$ cat src/rtl/rv_multicycle_ctrl_pkg.sv
// Shared definitions for the RV32I multi-cycle controller: opcodes, FSM
// states, instruction classes and write-back mux selects.
package rv_multicycle_ctrl_pkg;

   // Base-ISA major opcodes (Instr[6:0])
   localparam logic [6:0] OPC_LUI      = 7'b0110111;
   localparam logic [6:0] OPC_AUIPC    = 7'b0010111;
   localparam logic [6:0] OPC_JAL      = 7'b1101111;
   localparam logic [6:0] OPC_JALR     = 7'b1100111;
   localparam logic [6:0] OPC_BRANCH   = 7'b1100011;
   localparam logic [6:0] OPC_LOAD     = 7'b0000011;
   localparam logic [6:0] OPC_STORE    = 7'b0100011;
   localparam logic [6:0] OPC_OP_IMM   = 7'b0010011;
   localparam logic [6:0] OPC_OP       = 7'b0110011;
   localparam logic [6:0] OPC_MISC_MEM = 7'b0001111;
   localparam logic [6:0] OPC_SYSTEM   = 7'b1110011;

   // Write-back mux selects; PC selects the link value Pc+4
   localparam logic [1:0] SEL_REG_WB_ALU  = 2'd0;
   localparam logic [1:0] SEL_REG_WB_DMEM = 2'd1;
   localparam logic [1:0] SEL_REG_WB_PC   = 2'd2;
   localparam logic [1:0] SEL_REG_WB_IMM  = 2'd3;

   typedef enum logic [2:0] {
      FETCH,
      DECODE,
      EXEC,
      MEM,
      WB,
      HALT,
      TRAP
   } ctrl_state_e;

   // CLS_ENV covers ECALL/EBREAK (SYSTEM with funct3 == 0)
   typedef enum logic [3:0] {
      CLS_LUI,
      CLS_AUIPC,
      CLS_JAL,
      CLS_JALR,
      CLS_BRANCH,
      CLS_LOAD,
      CLS_STORE,
      CLS_OP_IMM,
      CLS_OP,
      CLS_FENCE,
      CLS_ENV,
      CLS_ILLEGAL
   } instr_class_e;

   // Write-back source for each class that writes the register file
   function automatic logic [1:0] wb_sel(input instr_class_e cls);
      logic [1:0] sel;
      sel = SEL_REG_WB_ALU;
      case (cls)
         CLS_LOAD:          sel = SEL_REG_WB_DMEM;
         CLS_JAL, CLS_JALR: sel = SEL_REG_WB_PC;
         CLS_LUI:           sel = SEL_REG_WB_IMM;
         default:           sel = SEL_REG_WB_ALU;
      endcase
      return sel;
   endfunction

endpackage

$ cat src/rtl/rv_multicycle_ctrl_decode.sv
// Combinational instruction classifier: maps the IR contents onto one
// instruction class, flagging anything the datapath cannot execute.
module rv_multicycle_ctrl_decode
   import rv_multicycle_ctrl_pkg::*;
(
   input  logic [31:0]  i_instr,
   output instr_class_e o_class
);

   logic [6:0] w_opcode;
   logic [2:0] w_funct3;
   logic       w_unused_fields;

   assign w_opcode = i_instr[6:0];
   assign w_funct3 = i_instr[14:12];

   // Register specifiers and immediates are the datapath's business
   assign w_unused_fields = ^{i_instr[31:15], i_instr[11:7]};

   // Classify the opcode; compressed encodings (Instr[1:0] != 2'b11) are illegal
   always_comb begin
      // NOTE: give every combinationally assigned signal a default first so
      // no path through the case leaves it unassigned and infers a latch.
      o_class = CLS_ILLEGAL;
      if (w_opcode[1:0] == 2'b11) begin
         case (w_opcode)
            OPC_LUI:      o_class = CLS_LUI;
            OPC_AUIPC:    o_class = CLS_AUIPC;
            OPC_JAL:      o_class = CLS_JAL;
            OPC_JALR:     o_class = CLS_JALR;
            OPC_BRANCH:   o_class = CLS_BRANCH;
            OPC_LOAD:     o_class = CLS_LOAD;
            OPC_STORE:    o_class = CLS_STORE;
            OPC_OP_IMM:   o_class = CLS_OP_IMM;
            OPC_OP:       o_class = CLS_OP;
            OPC_MISC_MEM: o_class = CLS_FENCE;
            // CSR forms have no datapath support and trap as illegal
            OPC_SYSTEM:   o_class = (w_funct3 == 3'b000) ? CLS_ENV : CLS_ILLEGAL;
            default:      o_class = CLS_ILLEGAL;
         endcase
      end
   end

endmodule

$ cat src/rtl/rv_multicycle_ctrl.sv
// Multi-cycle control FSM for the RV32I datapath. Sequences
// FETCH/DECODE/EXEC/MEM/WB per instruction class, waits out the prog-mem
// read latency and the data-mem handshake, and parks in HALT or TRAP on
// ECALL/EBREAK, illegal encodings or a data-mem timeout.
module rv_multicycle_ctrl
   import rv_multicycle_ctrl_pkg::*;
#(
   parameter int IMEM_LATENCY = 1,    // 0..15
   parameter int MEM_TIMEOUT  = 255   // 0 disables the timeout
) (
   input  logic        clk,
   input  logic        Reset,
   input  logic [31:0] Instr,
   input  logic        BrTaken,
   input  logic        DmemRdy,
   output logic        PcWrEn,
   output logic        IrWrEn,
   output logic        JalPcSel,
   output logic        BrPcSel,
   output logic        AuipcSel,
   output logic        Op2Sel,
   output logic [1:0]  RegWb,
   output logic        RegWrEn,
   output logic        DmemRdEn,
   output logic        DmemWrEn,
   output logic        InstrRetired,
   output logic        Halt,
   output logic        IllegalInstr,
   output logic        BusErr
);

   localparam int                   MEM_CNT_W  = (MEM_TIMEOUT > 1) ? $clog2(MEM_TIMEOUT + 1) : 1;
   localparam logic [3:0]           FETCH_LAST = 4'(IMEM_LATENCY);
   localparam logic [MEM_CNT_W-1:0] MEM_LAST   = (MEM_TIMEOUT > 0) ? MEM_CNT_W'(MEM_TIMEOUT - 1) : '0;
   localparam bit                   TIMEOUT_EN = (MEM_TIMEOUT > 0);

   ctrl_state_e          r_state;
   ctrl_state_e          w_state_nxt;
   logic [3:0]           r_fetch_cnt;
   logic [MEM_CNT_W-1:0] r_mem_cnt;
   logic                 r_halt;
   logic                 r_illegal;
   logic                 r_bus_err;
   logic                 w_set_halt;
   logic                 w_set_illegal;
   logic                 w_set_bus_err;
   instr_class_e         w_class;
   logic                 w_fetch_done;
   logic                 w_mem_expired;
   logic                 w_alu_phase;

   rv_multicycle_ctrl_decode u_decode (
      .i_instr (Instr),
      .o_class (w_class)
   );

   assign w_fetch_done  = (r_fetch_cnt == FETCH_LAST);
   assign w_mem_expired = TIMEOUT_EN && (r_mem_cnt == MEM_LAST);

   // The ALU operands must stay selected from EXEC through the final state,
   // since MEM addresses and WB results come straight off the ALU output.
   // LUI and FENCE never go through EXEC and leave the ALU idle.
   assign w_alu_phase = (r_state inside {EXEC, MEM, WB}) &&
                        (w_class != CLS_LUI) && (w_class != CLS_FENCE);

   // State register; Reset returns to FETCH from any state
   always_ff @(posedge clk) begin
      // NOTE: clocked state uses non-blocking assignments so every register
      // samples pre-edge values and simulation matches the synthesized flops.
      if (Reset) begin
         r_state <= FETCH;
      end else begin
         r_state <= w_state_nxt;
      end
   end

   // Fetch-latency and MEM-wait counters, cleared whenever their state is left
   always_ff @(posedge clk) begin
      if (Reset) begin
         r_fetch_cnt <= '0;
         r_mem_cnt   <= '0;
      end else begin
         r_fetch_cnt <= ((r_state == FETCH) && !w_fetch_done) ? r_fetch_cnt + 4'd1 : '0;
         r_mem_cnt   <= ((r_state == MEM) && !DmemRdy) ? r_mem_cnt + MEM_CNT_W'(1) : '0;
      end
   end

   // Sticky exception flags, cleared only by Reset
   always_ff @(posedge clk) begin
      if (Reset) begin
         r_halt    <= 1'b0;
         r_illegal <= 1'b0;
         r_bus_err <= 1'b0;
      end else begin
         r_halt    <= r_halt    | w_set_halt;
         r_illegal <= r_illegal | w_set_illegal;
         r_bus_err <= r_bus_err | w_set_bus_err;
      end
   end

   // Next-state and Moore-style output decode of state + Instr, masked by Reset
   always_comb begin
      w_state_nxt   = r_state;
      w_set_halt    = 1'b0;
      w_set_illegal = 1'b0;
      w_set_bus_err = 1'b0;
      PcWrEn        = 1'b0;
      IrWrEn        = 1'b0;
      JalPcSel      = 1'b0;
      BrPcSel       = 1'b0;
      AuipcSel      = 1'b0;
      Op2Sel        = 1'b0;
      RegWb         = SEL_REG_WB_ALU;
      RegWrEn       = 1'b0;
      DmemRdEn      = 1'b0;
      DmemWrEn      = 1'b0;
      InstrRetired  = 1'b0;

      case (r_state)
         FETCH: begin
            if (w_fetch_done) begin
               IrWrEn      = 1'b1;
               w_state_nxt = DECODE;
            end
         end

         DECODE: begin
            case (w_class)
               CLS_ILLEGAL: begin
                  w_state_nxt   = TRAP;
                  w_set_illegal = 1'b1;
               end
               CLS_ENV: begin
                  w_state_nxt = HALT;
                  w_set_halt  = 1'b1;
               end
               CLS_LUI, CLS_FENCE: w_state_nxt = WB;
               default:            w_state_nxt = EXEC;
            endcase
         end

         EXEC: begin
            if (w_class == CLS_BRANCH) begin
               // Not-taken branches still load Pc, with the Pc+4 path
               PcWrEn       = 1'b1;
               BrPcSel      = BrTaken;
               InstrRetired = 1'b1;
               w_state_nxt  = FETCH;
            end else if ((w_class == CLS_LOAD) || (w_class == CLS_STORE)) begin
               w_state_nxt = MEM;
            end else begin
               w_state_nxt = WB;
            end
         end

         MEM: begin
            DmemRdEn = (w_class == CLS_LOAD);
            DmemWrEn = (w_class == CLS_STORE);
            if (DmemRdy) begin
               if (w_class == CLS_LOAD) begin
                  w_state_nxt = WB;
               end else begin
                  PcWrEn       = 1'b1;
                  InstrRetired = 1'b1;
                  w_state_nxt  = FETCH;
               end
            end else if (w_mem_expired) begin
               w_state_nxt   = TRAP;
               w_set_bus_err = 1'b1;
            end
         end

         WB: begin
            // rd == x0 still writes; the register file discards it
            RegWrEn      = (w_class != CLS_FENCE);
            RegWb        = wb_sel(w_class);
            PcWrEn       = 1'b1;
            JalPcSel     = (w_class == CLS_JAL) || (w_class == CLS_JALR);
            InstrRetired = 1'b1;
            w_state_nxt  = FETCH;
         end

         HALT, TRAP: w_state_nxt = r_state;

         default: w_state_nxt = FETCH;
      endcase

      if (w_alu_phase) begin
         Op2Sel   = (w_class != CLS_OP) && (w_class != CLS_BRANCH);
         AuipcSel = (w_class == CLS_AUIPC) || (w_class == CLS_JAL);
      end

      Halt         = r_halt;
      IllegalInstr = r_illegal;
      BusErr       = r_bus_err;

      // Nothing may reach the datapath during the Reset cycle, whatever the state
      if (Reset) begin
         PcWrEn       = 1'b0;
         IrWrEn       = 1'b0;
         JalPcSel     = 1'b0;
         BrPcSel      = 1'b0;
         AuipcSel     = 1'b0;
         Op2Sel       = 1'b0;
         RegWb        = SEL_REG_WB_ALU;
         RegWrEn      = 1'b0;
         DmemRdEn     = 1'b0;
         DmemWrEn     = 1'b0;
         InstrRetired = 1'b0;
         Halt         = 1'b0;
         IllegalInstr = 1'b0;
         BusErr       = 1'b0;
      end
   end

endmodule

$ cat config.mk
export PLATFORM = sky130hd
export DESIGN_NAME = rv_multicycle_ctrl
export DESIGN_NICKNAME = d
export VERILOG_FILES = /design/src/rtl/rv_multicycle_ctrl_pkg.sv /design/src/rtl/rv_multicycle_ctrl_decode.sv /design/src/rtl/rv_multicycle_ctrl.sv
export SDC_FILE = /design/constraint.sdc
export NUM_CORES = 1
export LEC_CHECK = 0
export ABC_AREA = 1
export ABC_CLOCK_PERIOD_IN_PS = 1880
export CORE_MARGIN = 3
export CORE_UTILIZATION = 43
export DETAILED_ROUTE_END_ITERATION = 8
export PLACE_DENSITY = 0.77
export SETUP_SLACK_MARGIN = 0.4
export SLEW_MARGIN = 20
export SYNTH_ARGS = -nofsm -noshare
export SYNTH_HDL_FRONTEND = slang
export SYNTH_SLANG_ARGS = --single-unit
$ cat constraint.sdc
create_clock -name clk -period 1.88 [get_ports clk]
set_clock_uncertainty 0.05 [all_clocks]
set_input_delay 0.282 -clock clk [delete_from_list [all_inputs] [get_ports clk]]
set_output_delay 0.282 -clock clk [all_outputs]
set_load 0.01 [all_outputs]
Yosys cells after proc, flatten, opt, wreduce, memory -nomap -nowiden. Cells that the tools add are included.

Output and inout bits: 15. Bits of input ports: 36. Logic and storage cells: 116. Register bits: 18.

Mux-type cells: 47. Bitwise gates (word level): 6. Reductions and logical operators: 21. $add $sub $neg: 2. Eq/ne operators: 34.

Operators with widths (number): case mux 4 bit (11 select lines) (1); 2-to-1 mux 1 bit (33); == test 7 bit, second input constant (4); == test 7 x 6 -> 1 bit, second input constant (3); 2-to-1 mux 3 bit (6); case mux 3 bit (5 select lines) (1); == test 7 x 5 -> 1 bit, second input constant (2); == test 4 x 3 -> 1 bit, second input constant (3); == test 4 bit, second input constant (3); OR reduction 2 bit (5); == test 3 bit, second input constant (3); case mux 3 bit (3 select lines) (1); adder 8 x 1 -> 8 bit, second input constant (1); == test 4 x 1 -> 1 bit, second input constant (2); == test 4 x 2 -> 1 bit, second input constant (2); == test 8 bit, second input constant (1); != test 4 bit, second input constant (2); == test 7 x 2 -> 1 bit, second input constant (1); == test 7 x 4 -> 1 bit, second input constant (1); == test 3 x 2 -> 1 bit, second input constant (2); zero test 3 bit (2); case mux 2 bit (3 select lines) (1); logical AND 1 bit (5); adder 4 x 1 -> 4 bit, second input constant (1); other kinds (16) (24).

Logic depth before layout (Yosys ltp).
Depth in word-level cells: 9. Mapped depth: 13. Mapped depth without buffers: 13.

Cells and area by module. A second synthesis with hierarchy kept.

Cells, all modules: 214. Area total of the unflattened synthesis: 1291.2 um^2.

By module, submodules not included: rv_multicycle_ctrl (seq. area each 360.3 um^2, cells an instance 155, instances 1, area an instance 1028.5 um^2); rv_multicycle_ctrl_decode (seq. area each 0.0 um^2, cells an instance 59, instances 1, area an instance 262.8 um^2).

Least setup slack after synthesis. No wires, ideal clock.

Path kind: input port to output port. From: input port Instr[0]. To: output port PcWrEn. Required time: 1.548 ns. Setup slack: 0.058 ns. Arrival time: 1.490 ns. Path buffers: 1. Stages: 10. Path through: nand2_2 -> inv_2 -> nand2_1 -> nor2_1 -> nor2_1 -> nand3_4 -> nand4_2 -> nand3_1 -> a31oi_1 -> buf_4.

Cells in the longest elaborated chain, start to end: 8. Elaborated cells on any way between the ends: 21. Those cells by class: eq/ne (14); mux (7).

Ends and longest elaborated chain: start, declared (RTL line rv_multicycle_ctrl.sv:13) `input logic [31:0] Instr,`; == test 7 bit, or another cell as far along (RTL line rv_multicycle_ctrl_decode.sv:26) `case (w_opcode)`; case mux 4 bit (11 select lines) (RTL line rv_multicycle_ctrl_decode.sv:26); 2-to-1 mux 4 bit * (RTL line rv_multicycle_ctrl_decode.sv:25) `if (w_opcode[1:0] == 2'b11) begin`; == test 4 x 3 -> 1 bit (RTL line rv_multicycle_ctrl.sv:160) `if (w_class == CLS_LOAD) begin`; 2-to-1 mux 1 bit (2 in series); case mux 1 bit (3 select lines) *; 2-to-1 mux 1 bit *; end, declared (RTL line rv_multicycle_ctrl.sv:16) `output logic PcWrEn,`.

Every way passes the cells marked *; elsewhere a longest branch is shown, timed or not.

Worst setup path after layout.
From: input port Instr[12]. To: output port PcWrEn.

Cells in the longest elaborated chain, start to end: 9. Elaborated cells on any way between the ends: 11. Those cells by class: eq/ne (2); mux (8); reduce/logical (1).

Ends and longest elaborated chain: zero test 3 bit * (RTL line rv_multicycle_ctrl_decode.sv:38) `OPC_SYSTEM: o_class = (w_funct3 == 3'b000) ? CLS_ENV : CLS_ILLEGAL;`; 2-to-1 mux 1 bit * (RTL line rv_multicycle_ctrl_decode.sv:38); case mux 4 bit (11 select lines) * (RTL line rv_multicycle_ctrl_decode.sv:26); 2-to-1 mux 4 bit * (RTL line rv_multicycle_ctrl_decode.sv:25); == test 4 x 3 -> 1 bit (RTL line rv_multicycle_ctrl.sv:160); 2-to-1 mux 1 bit (RTL line rv_multicycle_ctrl.sv:160); 2-to-1 mux 1 bit (RTL line rv_multicycle_ctrl.sv:159) `if (DmemRdy) begin`; case mux 1 bit (3 select lines) * (RTL line rv_multicycle_ctrl.sv:119) `case (r_state)`; 2-to-1 mux 1 bit * (RTL line rv_multicycle_ctrl.sv:198) `if (Reset) begin`.

Marked as above.

==> flow_summary_export.csv <==
group,metric,value,unit
logic_synthesis,ys_top_cells_by_area,"dfxtp_1 27%, nand2_1 14%, nor2_1 11%",
detailed_routing,first_pass_iters,4,
run_status,violations,"negative setup slack",
logic_synthesis,synth_most_common_cell,"nand2_1",
logic_synthesis,synth_common_cells,"51 x nand2_1, 39 x nor2_1, 20 x inv_1",
run_status,status,"complete, but fails checks",
setup_path,crit_slowest_cell,"dlygate4sd2_1",
place,place_congestion,0.996,
place,io_buffers,28,
detailed_routing,highest_layer,"met4",
hold_path,whs_path_depth,1,
place,hpwl,2.93,mm
cts,clock_path_buffers,2,
die,pin_count,51,
detailed_routing,wl_met1,2.20,mm
timing,relSlewSlack,66.0,%
logic_synthesis,synth_top_area_cell,"dfxtp_1",
logic_synthesis,yosys_warnings,0,
timing,finalSetupTns,-0.227,ns
power,p_leak,1.11,nW
cts,htreeDepth,1,
cts,cts_root_buf,"clkbuf_4",
die,core_area,2850,um^2
logic_synthesis,syn_avg_cell_area,6.32,um^2
setup_path,reg2regPathDepth,7,
timing,worst_hold_slack,0.407,ns
power,vdd_drop_max,0.837,mV
die,initial_core_util,46.7,%
setup_path,path_class,"input port to output port",
setup_path,cp_cell_sequence,"dlygate4sd2_1 > nor2_1 > nand2_1 > nand3_4 > nand2_2 > inv_2 > nand2_2 > nand4_4 > nand3_2 > a31oi_4 > buf_2",
setup_path,crit_family,"simple AND/OR/NAND/NOR gates",
power,p_per_area,658,nW/um^2
detailed_routing,drtIter0Drc,158,
logic_synthesis,synth_cell_type_count,36,
timing,setup_viol_count_final,3,
setup_path,cp.depth,11,
detailed_routing,routed_via_density,5.78,
timing,slew_violations,0,
detailed_routing,wl_met3,375,um
setup_path,crit_top_cell,"nand2_2",
final_layout,syn_to_final_growth,79.7,%
setup_path,critPathBufInv,3,
cts,insertion_delay,0.30,ns
global_routing,globalRouteTotalUtil,25.3,%
logic_synthesis,synth_top_area_share,27.0,%
setup_path,worstSetupStartpointType,"input port",
logic_synthesis,syn_nets,251,
global_routing,grt_overflow,0,
cts,clk_pin_slew,0.10,ns
cts,cts.sinks,18,
timing,timing.final.crit_share,105,%
final_layout,fill_cells,150,
detailed_routing,drcViolationCount,0,
setup_path,max_stage_delay,0.23,ns
final_layout,final_core_util,83.9,%
setup_path,crit_required,1.55,ns
detailed_routing,wl_per_cell,16.7,um
global_routing,grt_pass1_wl,7.16,mm
detailed_routing,vias,1854,
die,die-area,3800,um^2
logic_synthesis,netlist_area,1330,um^2
logic_synthesis,synth_edf_count,0,
timing,grt_setup_unrepaired,"true",
die,rows,19,
timing,hold_viol_final,0,
detailed_routing,routed_wl,5.35,mm
die,die_w,61.7,um
logic_synthesis,synthFlopType,"dfxtp_1",
timing,min_period,1.98,ns
timing,worst_pin_slew,0.507,ns
logic_synthesis,ys_ff_latch,18,
final_layout,stdcell_area,2390,um^2
logic_synthesis,ys_seq_area_share,27.0,%
setup_path,cp_max_fo,4,
cts,cts_tree,"built",
logic_synthesis,netlist_instances,211,
detailed_routing,wl_met2,2.52,mm
cts,cts_made_buffers,3,
final_layout,n_antenna_cell,0,
hold_path,holdCritPathClass,"register to register",
timing,max_clock_freq,0.504,GHz
timing,setup_slack,-0.103,ns
place,postPlaceCellArea,1960,um^2
logic_synthesis,async_reset_ff_share,0,%
die,die_y,61.7,um
global_routing,grt_pass1_vias,1631,
final_layout,final_nets,331,
global_routing,grt_max_degree,11,
detailed_routing,postRouteAntennaNets,0,
setup_path,end_kind,"output port",
global_routing,antenna_found_initial,0,
final_layout,drive_above_1_share,54.8,%
job,maxCapViolCount,0,
setup_path,arrival,1.65,ns
metal layers:
layer,global-route usage (%),vias up
met5,0,-
met4,10.9,0
met3,5.03,28
met2,41.9,117
met1,31.6,862
li1,-,847
logic make-up after synthesis:
logic type	synth area share (%)
adders and majority gates	3.76
buffers and inverters	8.54
DFF	27.0
and+or+nand+nor	48.8
xor gates and xnor gates	2.63
AOI/OAI and AO/OA	9.20
worst paths after layout:
check / from / slack, ns / end
setup / recovery: Instr[12] / -0.10 / PcWrEn
hold / removal: r_fetch_cnt[0] / 0.41 / r_fetch_cnt[0]
setup reg to reg: r_state[1] / 0.21 / r_state[0]
hold reg to reg: r_fetch_cnt[0] / 0.41 / r_fetch_cnt[0]
worst reg2reg max path, cell delays in order, from the launching register on:
cell,delay [ns]
dfxtp_4,0.39
buf_6,0.12
buf_6,0.12
nor3_1,0.43
nand3_2,0.19
nand2_2,0.10
o21ai_1,0.06
a21oi_1,0.14
timing repair:
item | in CTS | in global routing
gates resized for setup | 144 | 44
pin swaps | 30 | 22
hold buffers | 0 | 0
setup buffers | 13 | 8
setup endpoints to repair | 23 | 17
power by group:
group	total, W	internal, W	leakage (nW)	switching [W]
clock	0.000241	0.000118	0.0210	0.000123
combinational	0.000827	0.000354	0.940	0.000473
sequential	0.000507	0.000440	0.148	0.0000671
layout make-up:
cell class                 count  area [um^2]  area share, %
tap                           31         38.8           1.62
inverter                      26          120           5.02
multi-input combinational    164         1170           48.9
clock buffer                   4         36.3           1.52
sequential                    18          373           15.6
timing repair buffer          78          657           27.4
metrics by stage:
stage / cells / power [W] / setup WS, ns
finish: 321 / 0.00157 / -0.103
global route: 321 / 0.00163 / -0.0996
CTS: 313 / 0.00137 / 0.0329
detailed placement: 296 / 0.00103 / -0.905
global placement: 296 / 0.00102 / -0.830
floorplan: 211 / 0.000808 / 0.222
layout by cell type, fill, tap and decap left out, drive strengths merged, types with 2 or more instances in the layout:
cell type,count
buf,68
nand2,56
nor2,45
inv,25
dfxtp,18
nand3,18
a21oi,11
nor3,8
dlygate4sd2,6
clkbuf,5
ha,4
o21ai,4
nand4,3
xor2,2
nor3b,2
xnor2,2
clkdlybuf4s50,2
state kept, by name (all words and copies together) (netlist names):
| name | cells |
|---|---|
| r_mem_cnt | 8 |
| r_halt | 1 |
| r_illegal | 1 |
| r_state | 3 |
| r_fetch_cnt | 4 |
| r_bus_err | 1 |
No activity file was read; power rests on OpenSTA's default activity.
